`src/rtl/rtc_access_scheduler.sv`:
```
// rtc_access_scheduler
// Sequences every access to the RTC bus-cycle engine. It runs 11-register
// read bursts when a refresh is pending and single-byte writes from the
// set-time logic. Only one bus cycle is in flight at a time. A watchdog
// aborts any cycle the engine never finishes.
module rtc_access_scheduler #(
  parameter int N_REGS  = 11,
  parameter int TIMEOUT = 255
) (
  input  logic       clk,
  input  logic       reset,
  input  logic       refresh_tick,
  input  logic       wr_req,
  input  logic [3:0] wr_sel,
  input  logic [7:0] wr_data,
  output logic       wr_ready,
  output logic       wr_ack,
  output logic       bus_start,
  output logic       bus_rd_n,
  output logic [7:0] bus_addr,
  output logic [7:0] bus_wdata,
  input  logic       bus_done,
  output logic       slot_valid,
  output logic [3:0] slot_idx,
  output logic       burst_busy,
  output logic       burst_done,
  output logic       timeout_err
);

  localparam int         WDOG_W   = $clog2(TIMEOUT + 1);
  localparam logic [3:0] LAST_IDX = 4'(N_REGS - 1);

  typedef enum logic [2:0] {
    IDLE,
    RD_ISSUE,
    RD_WAIT,
    RD_NEXT,
    RD_DONE,
    WR_ISSUE,
    WR_WAIT
  } state_t;

  state_t            state;
  logic [3:0]        idx;
  logic              rd_pend;
  logic              wr_pend;
  logic [3:0]        wr_sel_q;
  logic [7:0]        wr_data_q;
  logic [WDOG_W-1:0] wdog;
  logic              wdog_expired;

  // Fixed map from capture slot to RTC register address.
  // NOTE: a case inside a function with a default arm returns a value on every
  // path, so it becomes plain combinational decode and can never infer a latch.
  function automatic logic [7:0] slot_addr(input logic [3:0] slot);
    case (slot)
      4'd0:    slot_addr = 8'h21;
      4'd1:    slot_addr = 8'h22;
      4'd2:    slot_addr = 8'h23;
      4'd3:    slot_addr = 8'h24;
      4'd4:    slot_addr = 8'h25;
      4'd5:    slot_addr = 8'h26;
      4'd6:    slot_addr = 8'h27;
      4'd7:    slot_addr = 8'h41;
      4'd8:    slot_addr = 8'h42;
      4'd9:    slot_addr = 8'h43;
      4'd10:   slot_addr = 8'hF0;
      default: slot_addr = 8'h00;
    endcase
  endfunction

  // The watchdog has reached its last allowed wait cycle without completion.
  assign wdog_expired = (wdog == WDOG_W'(TIMEOUT - 1));

  // Request latching, arbitration and the bus-cycle FSM. All outputs are registered.
  // NOTE: every state update here uses <=. The "next" values computed in one
  // branch must not be seen by other branches within the same clock edge.
  always_ff @(posedge clk or negedge reset) begin
    if (!reset) begin
      state       <= IDLE;
      idx         <= 4'd0;
      rd_pend     <= 1'b0;
      wr_pend     <= 1'b0;
      wr_sel_q    <= 4'd0;
      wr_data_q   <= 8'h00;
      wdog        <= '0;
      wr_ready    <= 1'b1;
      wr_ack      <= 1'b0;
      bus_start   <= 1'b0;
      bus_rd_n    <= 1'b1;
      bus_addr    <= 8'h00;
      bus_wdata   <= 8'h00;
      slot_valid  <= 1'b0;
      slot_idx    <= 4'd0;
      burst_busy  <= 1'b0;
      burst_done  <= 1'b0;
      timeout_err <= 1'b0;
    end else begin
      // Single-cycle pulses default low and are raised only where needed.
      bus_start   <= 1'b0;
      slot_valid  <= 1'b0;
      burst_done  <= 1'b0;
      wr_ack      <= 1'b0;
      timeout_err <= 1'b0;

      // Accept a write only when idle-for-writes and the slot exists.
      if (wr_req && wr_ready && (wr_sel <= LAST_IDX)) begin
        wr_sel_q  <= wr_sel;
        wr_data_q <= wr_data;
        wr_pend   <= 1'b1;
        wr_ready  <= 1'b0;
      end

      case (state)
        IDLE: begin
          if (wr_pend) begin
            // A pending write is served before a pending burst.
            state     <= WR_ISSUE;
            bus_start <= 1'b1;
            bus_rd_n  <= 1'b1;
            bus_addr  <= slot_addr(wr_sel_q);
            bus_wdata <= wr_data_q;
            wdog      <= '0;
          end else if (rd_pend) begin
            state      <= RD_ISSUE;
            rd_pend    <= 1'b0;
            idx        <= 4'd0;
            bus_start  <= 1'b1;
            bus_rd_n   <= 1'b0;
            bus_addr   <= slot_addr(4'd0);
            burst_busy <= 1'b1;
            wdog       <= '0;
          end
        end

        RD_ISSUE: state <= RD_WAIT;

        RD_WAIT: begin
          if (bus_done) begin
            slot_valid <= 1'b1;
            slot_idx   <= idx;
            state      <= RD_NEXT;
          end else if (wdog_expired) begin
            // Abandon the whole burst. The next refresh restarts at slot 0.
            timeout_err <= 1'b1;
            idx         <= 4'd0;
            burst_busy  <= 1'b0;
            state       <= IDLE;
          end else begin
            wdog <= wdog + WDOG_W'(1);
          end
        end

        RD_NEXT: begin
          if (idx == LAST_IDX) begin
            burst_done <= 1'b1;
            burst_busy <= 1'b0;
            idx        <= 4'd0;
            state      <= RD_DONE;
          end else begin
            idx       <= idx + 4'd1;
            bus_start <= 1'b1;
            bus_rd_n  <= 1'b0;
            bus_addr  <= slot_addr(idx + 4'd1);
            wdog      <= '0;
            state     <= RD_ISSUE;
          end
        end

        RD_DONE: state <= IDLE;

        WR_ISSUE: state <= WR_WAIT;

        WR_WAIT: begin
          if (bus_done) begin
            wr_ack   <= 1'b1;
            wr_pend  <= 1'b0;
            wr_ready <= 1'b1;
            state    <= IDLE;
          end else if (wdog_expired) begin
            // The write stays pending and is retried from IDLE.
            timeout_err <= 1'b1;
            state       <= IDLE;
          end else begin
            wdog <= wdog + WDOG_W'(1);
          end
        end

        default: state <= IDLE;
      endcase

      // A refresh tick in any state leaves one burst pending. It wins over the
      // clear on the IDLE->RD_ISSUE edge, so a tick there is not lost.
      if (refresh_tick) rd_pend <= 1'b1;
    end
  end

endmodule
```
`config.mk`:
```
export PLATFORM = sky130hd
export DESIGN_NAME = rtc_access_scheduler
export DESIGN_NICKNAME = d
export VERILOG_FILES = /design/src/rtl/rtc_access_scheduler.sv
export SDC_FILE = /design/constraint.sdc
export NUM_CORES = 1
export LEC_CHECK = 0
export BUFFER_PORTS_ARGS = -buffer_cell sky130_fd_sc_hd__buf_2
export CAP_MARGIN = 20
export CORE_ASPECT_RATIO = 0.6
export CORE_MARGIN = 3
export CORE_UTILIZATION = 40
export DETAILED_ROUTE_END_ITERATION = 8
export PLACE_DENSITY = 0.7
export SLEW_MARGIN = 20
export SYNTH_ARGS = -nofsm -noshare
export SYNTH_HDL_FRONTEND = slang
export SYNTH_SLANG_ARGS = --single-unit
```
`constraint.sdc`:
```
create_clock -name clk -period 2.9 [get_ports clk]
set_clock_uncertainty 0.15 [all_clocks]
set_input_delay 0.145 -clock clk [delete_from_list [all_inputs] [get_ports clk]]
set_output_delay 0.145 -clock clk [all_outputs]
set_load 0.02 [all_outputs]
```
# After elaboration in Yosys (flattened, before gate mapping)
# Memory sizes are Yosys's and may differ from the RTL's.
# Index checks and enable logic that the tools add are counted.
[totals]
output_inout_bits = 28
memories = 2
elab_cells = 109
ff_bits = 57
romBits = 224
inputBits = 17
[mem_list]
columns = ["memory", "depth", "width", "rd", "rd_ports_with_merged_regs", "write_ports", "line_no", "text"]
rows = [
  ["(no name shown)", 16, 7, 1, 0, 0, "56", "case (slot)"],
  ["(no name shown)", 16, 7, 1, 0, 0, "56", ""],
]
[op_classes]
muxes = 54
eq_ne = 17
n_reduce_logical = 15
addsub = 2
magnitude_cmp = 1
[ops]
columns = ["op", "n"]
rows = [
  ["$mux W8", 8],
  ["$mux W1", 28],
  ["$pmux W8 S3", 1],
  ["$mux W4", 5],
  ["$mux W3", 6],
  ["$ne A2 B2 Y1 const B", 9],
  ["$pmux W3 S6", 1],
  ["$pmux W8 S2", 1],
  ["$pmux W4 S3", 1],
  ["$reduce_and A5 Y1", 2],
  ["$add A8 B1 Y8 const B", 1],
  ["$eq A8 B8 Y1 const B", 1],
  ["$eq A3 B2 Y1 const B", 2],
  ["$eq A3 B3 Y1 const B", 2],
  ["$reduce_and A2 Y1", 3],
  ["$reduce_and A6 Y1", 1],
  ["$reduce_bool A3 Y1", 2],
  ["$add A4 B1 Y4 const B", 1],
  ["$eq A4 B4 Y1 const B", 1],
  ["$le A4 B4 Y1 const B", 1],
  ["$pmux W1 S2", 2],
  ["$reduce_bool A2 Y1", 2],
  ["$eq A3 B1 Y1 const B", 1],
  ["$logic_not A3 Y1", 1],
  ["5 further kinds", 6],
]

# Longest topological paths before layout
# Gate-level depths: netlist of run 1.
[logic_depth]
depth_word = 5
ltp_mapped = 10
mapped_depth_nobuf = 9

# Worst setup path before layout of run 1
# OpenSTA, ideal clock, no wires.
[synth_timing]
kind = "register to register"
start = "reg idx[0]"
end = "reg wdog[7]"
setup_time_ns = 0.077
t_arrival_ns = 2.110
t_required_ns = 2.673
setup_slack_ns = 0.562
synth_period_minus_slack_ns = 2.338
path_buffers = 1
path_stages_with_launch = 9
cell_sequence = "dfrtp_1 > clkbuf_1 > inv_1 > ha_1 > and3b_4 > a22oi_4 > nand3_4 > or4_1 > a21oi_1"
[synth_between]
elab_chain_len = 3
[synth_rtl]
columns = ["item", "line_no", "text"]
rows = [
  ["start: declaration", "44", "logic [3:0] idx;"],
  ["start signal: assignment", "161", "idx <= idx + 4'd1;"],
  ["$eq A4 B4 Y1", "155", "if (idx == LAST_IDX) begin"],
  ["$ne A2 B2 Y1 (no line)", "-", ""],
  ["$reduce_and A5 Y1 (no line)", "-", ""],
  ["end signal: assignment", "150", "wdog <= wdog + WDOG_W'(1);"],
  ["end signal: assignment", "185", "wdog <= wdog + WDOG_W'(1);"],
  ["end: declaration", "49", "logic [WDOG_W-1:0] wdog;"],
]
# Every way passes these cells.
# A chain may end at the register's enable or synchronous reset.

# Final worst setup path of run 1
[layout_timing]
start = "reg idx[0]"
end = "reg wdog[4]"
# Same word-level chain as after synthesis.

==> run summary, run 1 <==
status: finished, final reports clean
Setup-failing EPs final: 0
Slew HR: 0.5467
RSZ-0062 raised after global routing: no
Synth Warn #: 0
share of layout cells above drive strength 1: 0.2713
setup TNS: 0 ns
Simple-Gate Fraction of Synth Area: 0.1603
max-cap viol count: 0
EDFF count, synth: 0
placed insts: 378
min cycle time layout: 2.444 ns
WHS: 0.04051 ns
number of global-route vias before repair: 2,114
CTS Sinks: 55
WP buf/inv: 1
initial antenna violation count: 0
slowest CP cell: dfrtp_1
initial core utilization: 0.4340
mux cell area share after synthesis: 0.09176
Layout Nets: 344
dpl ws: 0.4700 ns
RD Place Congestion: 0.8630
required time of the critical path: 2.97 ns
crit end category: flip-flop
adder-cell area share of the yosys netlist: 0.04924
complex-gate fraction of the synthesized area: 0.1388
Rows: 22
grt total ovfl: 0
H-tree depth: 2
Yosys reg bits: 55
Syn Inst Count: 260
fmax: 409.2 MHz
PortBufs: 43
largest family of logic cells by synthesized area: simple AND/OR/NAND/NOR gates
ys flop type: dfrtp_1
Final Hold Viols: 0
Die W: 113.9 um
CP Cell Sequence: inv_1 > ha_1 > and3b_4 > a22oi_4 > nand4_1 > or4_1 > nand2_1
crit start category: flip-flop
Num CTS Buffers: 5
Post-synth ARST share: 1.000
Setup CP Type: flip-flop to flip-flop
final cell count without fillers: 401
CTS root buffer: clkbuf_16
routed vias: 2,122
antenna cell count: 0
die area: 0.008060 mm2
leakage power: 1.586 nW
Layout area overhead: 21.75%
WL per Instance: 16.01 um
CTS tree: done
maximum net fanout on the critical path: 12
Via density: 5.292
post-layout util: 0.5284
Cell variety after synth: 51
overall routing resource usage: 0.1694
syn avg cell area: 10.75 um2
DP Wirelength: 4567 um
Mapped Area: 0.002795 mm2
initial DRC count: 123
core area: 0.006441 mm2
crit path DAT: 2.52 ns
largest net degree at the start of global routing: 56
Ports: 45
register area share after synthesis: 0.4933
DRT Pass-1 Iters: 4
max-slew violation count: 0
Max VDD drop: 0.5294 mV
max incr delay on CP: 0.54 ns
Die Span Y: 70.75 um
syn_nets: 288
Post-route DRC: 0
Skew-Pair Late Insertion Delay: 0.29 ns
Pwr per Cell Area: 1130 mW/mm2
CTS max path bufs: 2
fin crit share: 0.8428
CP delay by family, top: simple AND/OR/NAND/NOR gates
fin worst setup slack: 0.4559 ns
CTS clk-pin slew, worst paths: 0.07 ns
first-pass GRT wire length: 10,840 um
final wirelength: 6421 um
worst-margin pin slew: 0.6747 ns
xor/xnor share of the synthesized area: 0.01880
antenna viol nets, final: 0
Hold Path Class: input port to flip-flop
## cell usage after synthesis (all sizes together) (2+ instances only)
cell | instances | area, um2
o21ai | 21 | 105.1
or4 | 2 | 15.01
a21oi | 13 | 65.06
o22ai | 2 | 18.77
a221o | 2 | 20.02
nand2 | 18 | 67.56
ha | 11 | 137.6
nor3 | 7 | 35.03
and3b | 2 | 25.02
a31oi | 3 | 18.77
dfrtp | 53 | 1326
nand2b | 3 | 18.77
nor2 | 19 | 86.33
nand4 | 4 | 25.02
inv | 11 | 41.29
o211ai | 2 | 15.01
and3 | 3 | 18.77
or3 | 3 | 18.77
mux2 | 21 | 236.5
a311oi | 2 | 17.52
buf | 10 | 73.81
clkbuf | 4 | 15.01
xor2 | 6 | 52.55
nand4b | 2 | 17.52
mux2i | 2 | 20.02
nand3 | 8 | 52.55
dfstp | 2 | 52.55
and2 | 2 | 12.51
a21o | 2 | 15.01
nand3b | 3 | 22.52
o31ai | 4 | 30.03
## layout make-up
class	count	area [um2]
Clock buffer	6	128.9
Fill cell	579	3038
Tap cell	84	105.1
Inverter	11	41.29
Timing Repair Buffer	63	402.9
Multi-Input combinational cell	180	1286
Clock inverter	2	60.06
Sequential cell	55	1379
## worst min-delay path, stage by stage
cell     delay [ns]
buf_2          0.10
nand2_1        0.07
o22a_1         0.13
## per-layer routing
| layer | vias to the layer above | global-route usage | share of wire |
|---|---|---|---|
| met3 | 7 | 0.04017 | 0.053 |
| met4 | 0 | 0.03426 | 0.0064 |
| met5 | - | 0 | 0 |
| met1 | 1015 | 0.2612 | 0.52 |
| met2 | 52 | 0.2419 | 0.42 |
| li1 | 1048 | - | - |
## layout by cell type, fill, tap and decap left out, drive strengths merged, types with 3 or more instances in the layout
cell type / n
xor2: 6
nand4: 4
a31oi: 3
nand2b: 3
dfrtp: 53
mux2: 21
or3: 3
and3: 3
o21ai: 21
clkbuf: 6
a21oi: 13
o31ai: 4
ha: 11
dlygate4sd3: 15
nor2: 19
nand3b: 3
nor3: 7
nand3: 8
inv: 11
buf: 48
nand2: 18
## flip-flops by register name, indices dropped and copies added (netlist names), 3 cells and up
register and flops:
bus_wdata 8, bus_addr 6, slot_idx 4, wdog 8
wr_sel_q 4, state 3, idx 4, wr_data_q 8
## through the flow
| step | power [mW] | instance area (um2) |
|---|---|---|
| finish | 3.844 | 3403 |
| global route | 4.136 | 3403 |
| CTS | 3.863 | 3403 |
| detailed placement | 3.074 | 3064 |
| global placement | 3.011 | 3064 |
| floorplan | 2.611 | 2795 |
## what timing repair did
item / CTS / global route
hold buffers: 15 / 0
hold endpoints to repair: 67 / 0
resized for setup: 0 / 0
setup buffers: 0 / 0
## logic make-up (layout without fill, tap and decap cells)
family | count (synthesis) | after routing
simple gates | 80 | 80
compound gates | 59 | 59
flops | 55 | 55
buf+inv | 25 | 82
mux | 23 | 23
fa+ha+maj | 11 | 11
xor+xnor | 6 | 6
other cells | 1 | 1
## report_power, final
part / internal (mW) / total (mW) / switching, mW
Clock: 0.495 / 0.756 / 0.261
Combinational: 0.696 / 1.67 / 0.977
Sequential: 1.09 / 1.42 / 0.324
## path summary, 6_finish.rpt
check	startpoint	endpoint	slack [ns]	depth (start not counted)
setup / recovery	idx[0]	wdog[4]	0.46	7
hold / removal	wr_req	wr_sel_q[3]	0.04	3
setup reg to reg	idx[0]	wdog[4]	0.46	7
hold reg to reg	bus_addr[0]	bus_addr[0]	0.34	2
max in group asynchronous	reset	wdog[1]	1.78	3
min in group asynchronous	reset	wr_data_q[7]	0.36	3
No activity file was read; power rests on OpenSTA's default activity.
==> run 2, diff against run 1 <==
--- a/config.mk
+++ b/config.mk
@@ -5,13 +5,14 @@
 export SDC_FILE = /design/constraint.sdc
 export NUM_CORES = 1
 export LEC_CHECK = 0
+export ABC_AREA = 1
 export BUFFER_PORTS_ARGS = -buffer_cell sky130_fd_sc_hd__buf_2
 export CAP_MARGIN = 20
 export CORE_ASPECT_RATIO = 0.6
 export CORE_MARGIN = 3
 export CORE_UTILIZATION = 40
 export DETAILED_ROUTE_END_ITERATION = 8
-export PLACE_DENSITY = 0.7
+export PLACE_DENSITY = 0.72
 export SLEW_MARGIN = 20
 export SYNTH_ARGS = -nofsm -noshare
 export SYNTH_HDL_FRONTEND = slang
==> constraint.sdc (replaced) <==
create_clock -name clk -period 2.12 [get_ports clk]
set_clock_uncertainty 0.15 [all_clocks]
set_input_delay 0.106 -clock clk [delete_from_list [all_inputs] [get_ports clk]]
set_output_delay 0.106 -clock clk [all_outputs]
set_load 0.02 [all_outputs]
==> run 2 against run 1 <==
- area after synthesis rose by 2.9%
- sequential cell count did not move
- final area rose by 3.5%
- non-clock buffer count fell by 2
- critical endpoint is now wdog[1]
==> run summary, run 2 <==
status: finished, final reports clean
Rows: 23
Num CTS Buffers: 5
area share of the largest cell type after synthesis: 0.4611
Cell variety after synth: 24
RD Place Congestion: 0.9373
top-count cell post-synth: nand2_1
Layout Nets: 467
maximum net fanout on the critical path: 8
Clk pwr share: 0.198
Ports: 45
complex-gate fraction of the synthesized area: 0.06612
commonest non-fill, non-tap cell in the layout: nand2_1
Setup CP Type: flip-flop to flip-flop
initial DRC count: 130
crit start category: flip-flop
Hold Path Class: input port to flip-flop
WL per Instance: 11.82 um
Post-synth ARST share: 1.000
post-layout util: 0.5166
Slew HR: 0.6334
first-pass GRT wire length: 10,920 um
EDFF count, synth: 0
Simple-Gate Fraction of Synth Area: 0.3358
most frequent cells in the layout: nand2_1 (140), dfrtp_1 (53), buf_2 (43)
die area: 0.008278 mm2
dpl ws: 0.2456 ns
fmax: 527.8 MHz
required time of the critical path: 2.21 ns
share of layout cells above drive strength 1: 0.1750
Pwr Total: 4.835 mW
CTS max path bufs: 2
DRT Pass-1 Iters: 4
Seq pwr share: 0.363
max-slew violation count: 0
Setup-failing EPs final: 0
overall routing resource usage: 0.1635
Synth Warn #: 0
min cycle time layout: 1.895 ns
initial core utilization: 0.4218
CTS root buffer: clkbuf_16
Yosys reg bits: 55
fin crit share: 0.8937
syn_nets: 405
Mapped Area: 0.002877 mm2
max-cap viol count: 0
largest cells by area after synthesis: dfrtp_1 (46%), nand2_1 (18%), inv_1 (5.2%)
grt total ovfl: 0
final wirelength: 6231 um
commonest cells in the netlist: nand2_1 (140), dfrtp_1 (53), inv_1 (40)
ys flop type: dfrtp_1
CTS Sinks: 55
largest net degree at the start of global routing: 34
RSZ-0062 raised after global routing: no
adder-cell area share of the yosys netlist: 0.04785
Pwr per Cell Area: 1372 mW/mm2
Die W: 115.5 um
CTS clk-pin slew, worst paths: 0.07 ns
Psw: 2.102 mW
Syn Inst Count: 377
CTS resizes: 0
worst-margin pin slew: 0.5499 ns
number of global-route vias before repair: 2,316
Post-route DRC: 0
antenna cell count: 0
register area share after synthesis: 0.4793
leakage power: 1.916 nW
antenna viol nets, final: 0
Filler cells: 633
Die Span Y: 71.69 um
setup TNS: 0 ns
logic gate share of total power: 0.439
Max VDD drop: 0.5315 mV
largest family of logic cells by synthesized area: simple AND/OR/NAND/NOR gates
Layout area overhead: 22.49%
syn avg cell area: 7.630 um2
DP Wirelength: 4521 um
H-tree depth: 2
crit path DAT: 1.99 ns
xor/xnor share of the synthesized area: 0
CTS tree: done
Yosys top cell by area: dfrtp_1
routed vias: 2,491
initial antenna violation count: 0
Sw Share: 0.4348
Via density: 4.727
Pint: 2.733 mW
crit end category: flip-flop
Skew-Pair Late Insertion Delay: 0.30 ns
core area: 0.006820 mm2
mux cell area share after synthesis: 0
Final Hold Viols: 0
fin worst setup slack: 0.2253 ns
PortBufs: 43
top flop regs: bus_wdata (8), wdog (8), wr_data_q (8)
==> run 2: area by class of cell <==
| cell class | instances | area, um2 | share of cell area |
|---|---|---|---|
| repair buffers | 61 | 400.4 | 0.1136 |
| multi-input cells | 272 | 1297 | 0.3683 |
| well taps | 87 | 108.9 | 0.03089 |
| flip-flops and latches | 55 | 1379 | 0.3913 |
| inverters | 44 | 165.2 | 0.04687 |
| clock inverters | 3 | 47.55 | 0.01349 |
| clock buffers | 5 | 125.1 | 0.03551 |
==> run 2: timing repair <==
item,in CTS,in global routing
endpoints found under the hold margin,36,0
buffers inserted,0,0
hold buffers,15,0
==> run 2: cells by family after synthesis <==
| logic type | after synthesis |
|---|---|
| flip-flops | 55 |
| adder cells (fa/ha/maj) | 11 |
| other | 1 |
| buffers and inverters | 50 |
| AND/OR/NAND/NOR | 223 |
| AO/OA/AOI/OAI | 37 |
==> run 2: per-stage QoR <==
step | cell area (um2) | instances | hold slack (ns)
2_1_floorplan | 2877 | 377 | -0.3396
3_3_place_gp | 3201 | 504 | -0.03076
3_5_place_dp | 3201 | 504 | -0.01408
4_1_cts | 3523 | 527 | 0.1578
5_1_grt | 3523 | 527 | 0.1890
6_report | 3523 | 527 | 0.1594
==> run 2: critical path, cell delays in order, from the launching register on <==
cell,delay (ns)
dfrtp_1,0.48
inv_1,0.13
ha_1,0.25
nand3_1,0.15
inv_1,0.05
nand2_1,0.13
nand3_1,0.14
nor2_4,0.21
nand2_1,0.08
nand2_1,0.07
==> run 2: routing by layer <==
metal / global-route usage / part of all wire / up-vias / wire length [um]
li1: - / - / 1295 / -
met1: 0.2469 / 0.52 / 1122 / 3213
met2: 0.2333 / 0.42 / 68 / 2604
met3: 0.04473 / 0.059 / 6 / 368
met4: 0.03646 / 0.0071 / 0 / 44
met5: 0 / 0 / - / 0
==> run 2: power by group through the flow <==
stage | clock network, mW | registers, mW | logic [mW]
after floorplan | 0 | 1.93 | 1.34
after global placement | 0 | 1.76 | 2.08
after detailed placement | 0 | 1.77 | 2.11
after CTS | 0.990 | 1.75 | 2.14
after global routing | 1.03 | 1.82 | 2.43
final | 0.959 | 1.75 | 2.12
==> run 2: final timing paths <==
path	start	to	slack, ns	depth (start not counted)
setup reg to reg	idx[0]	wdog[1]	0.23	9
max in group asynchronous	reset	wr_ready	1.02	3
setup / recovery	idx[0]	wdog[1]	0.23	9
hold reg to reg	wr_data_q[0]	bus_wdata[0]	0.32	2
hold / removal	wr_req	wr_ready	0.16	5
min in group asynchronous	reset	bus_start	0.18	2
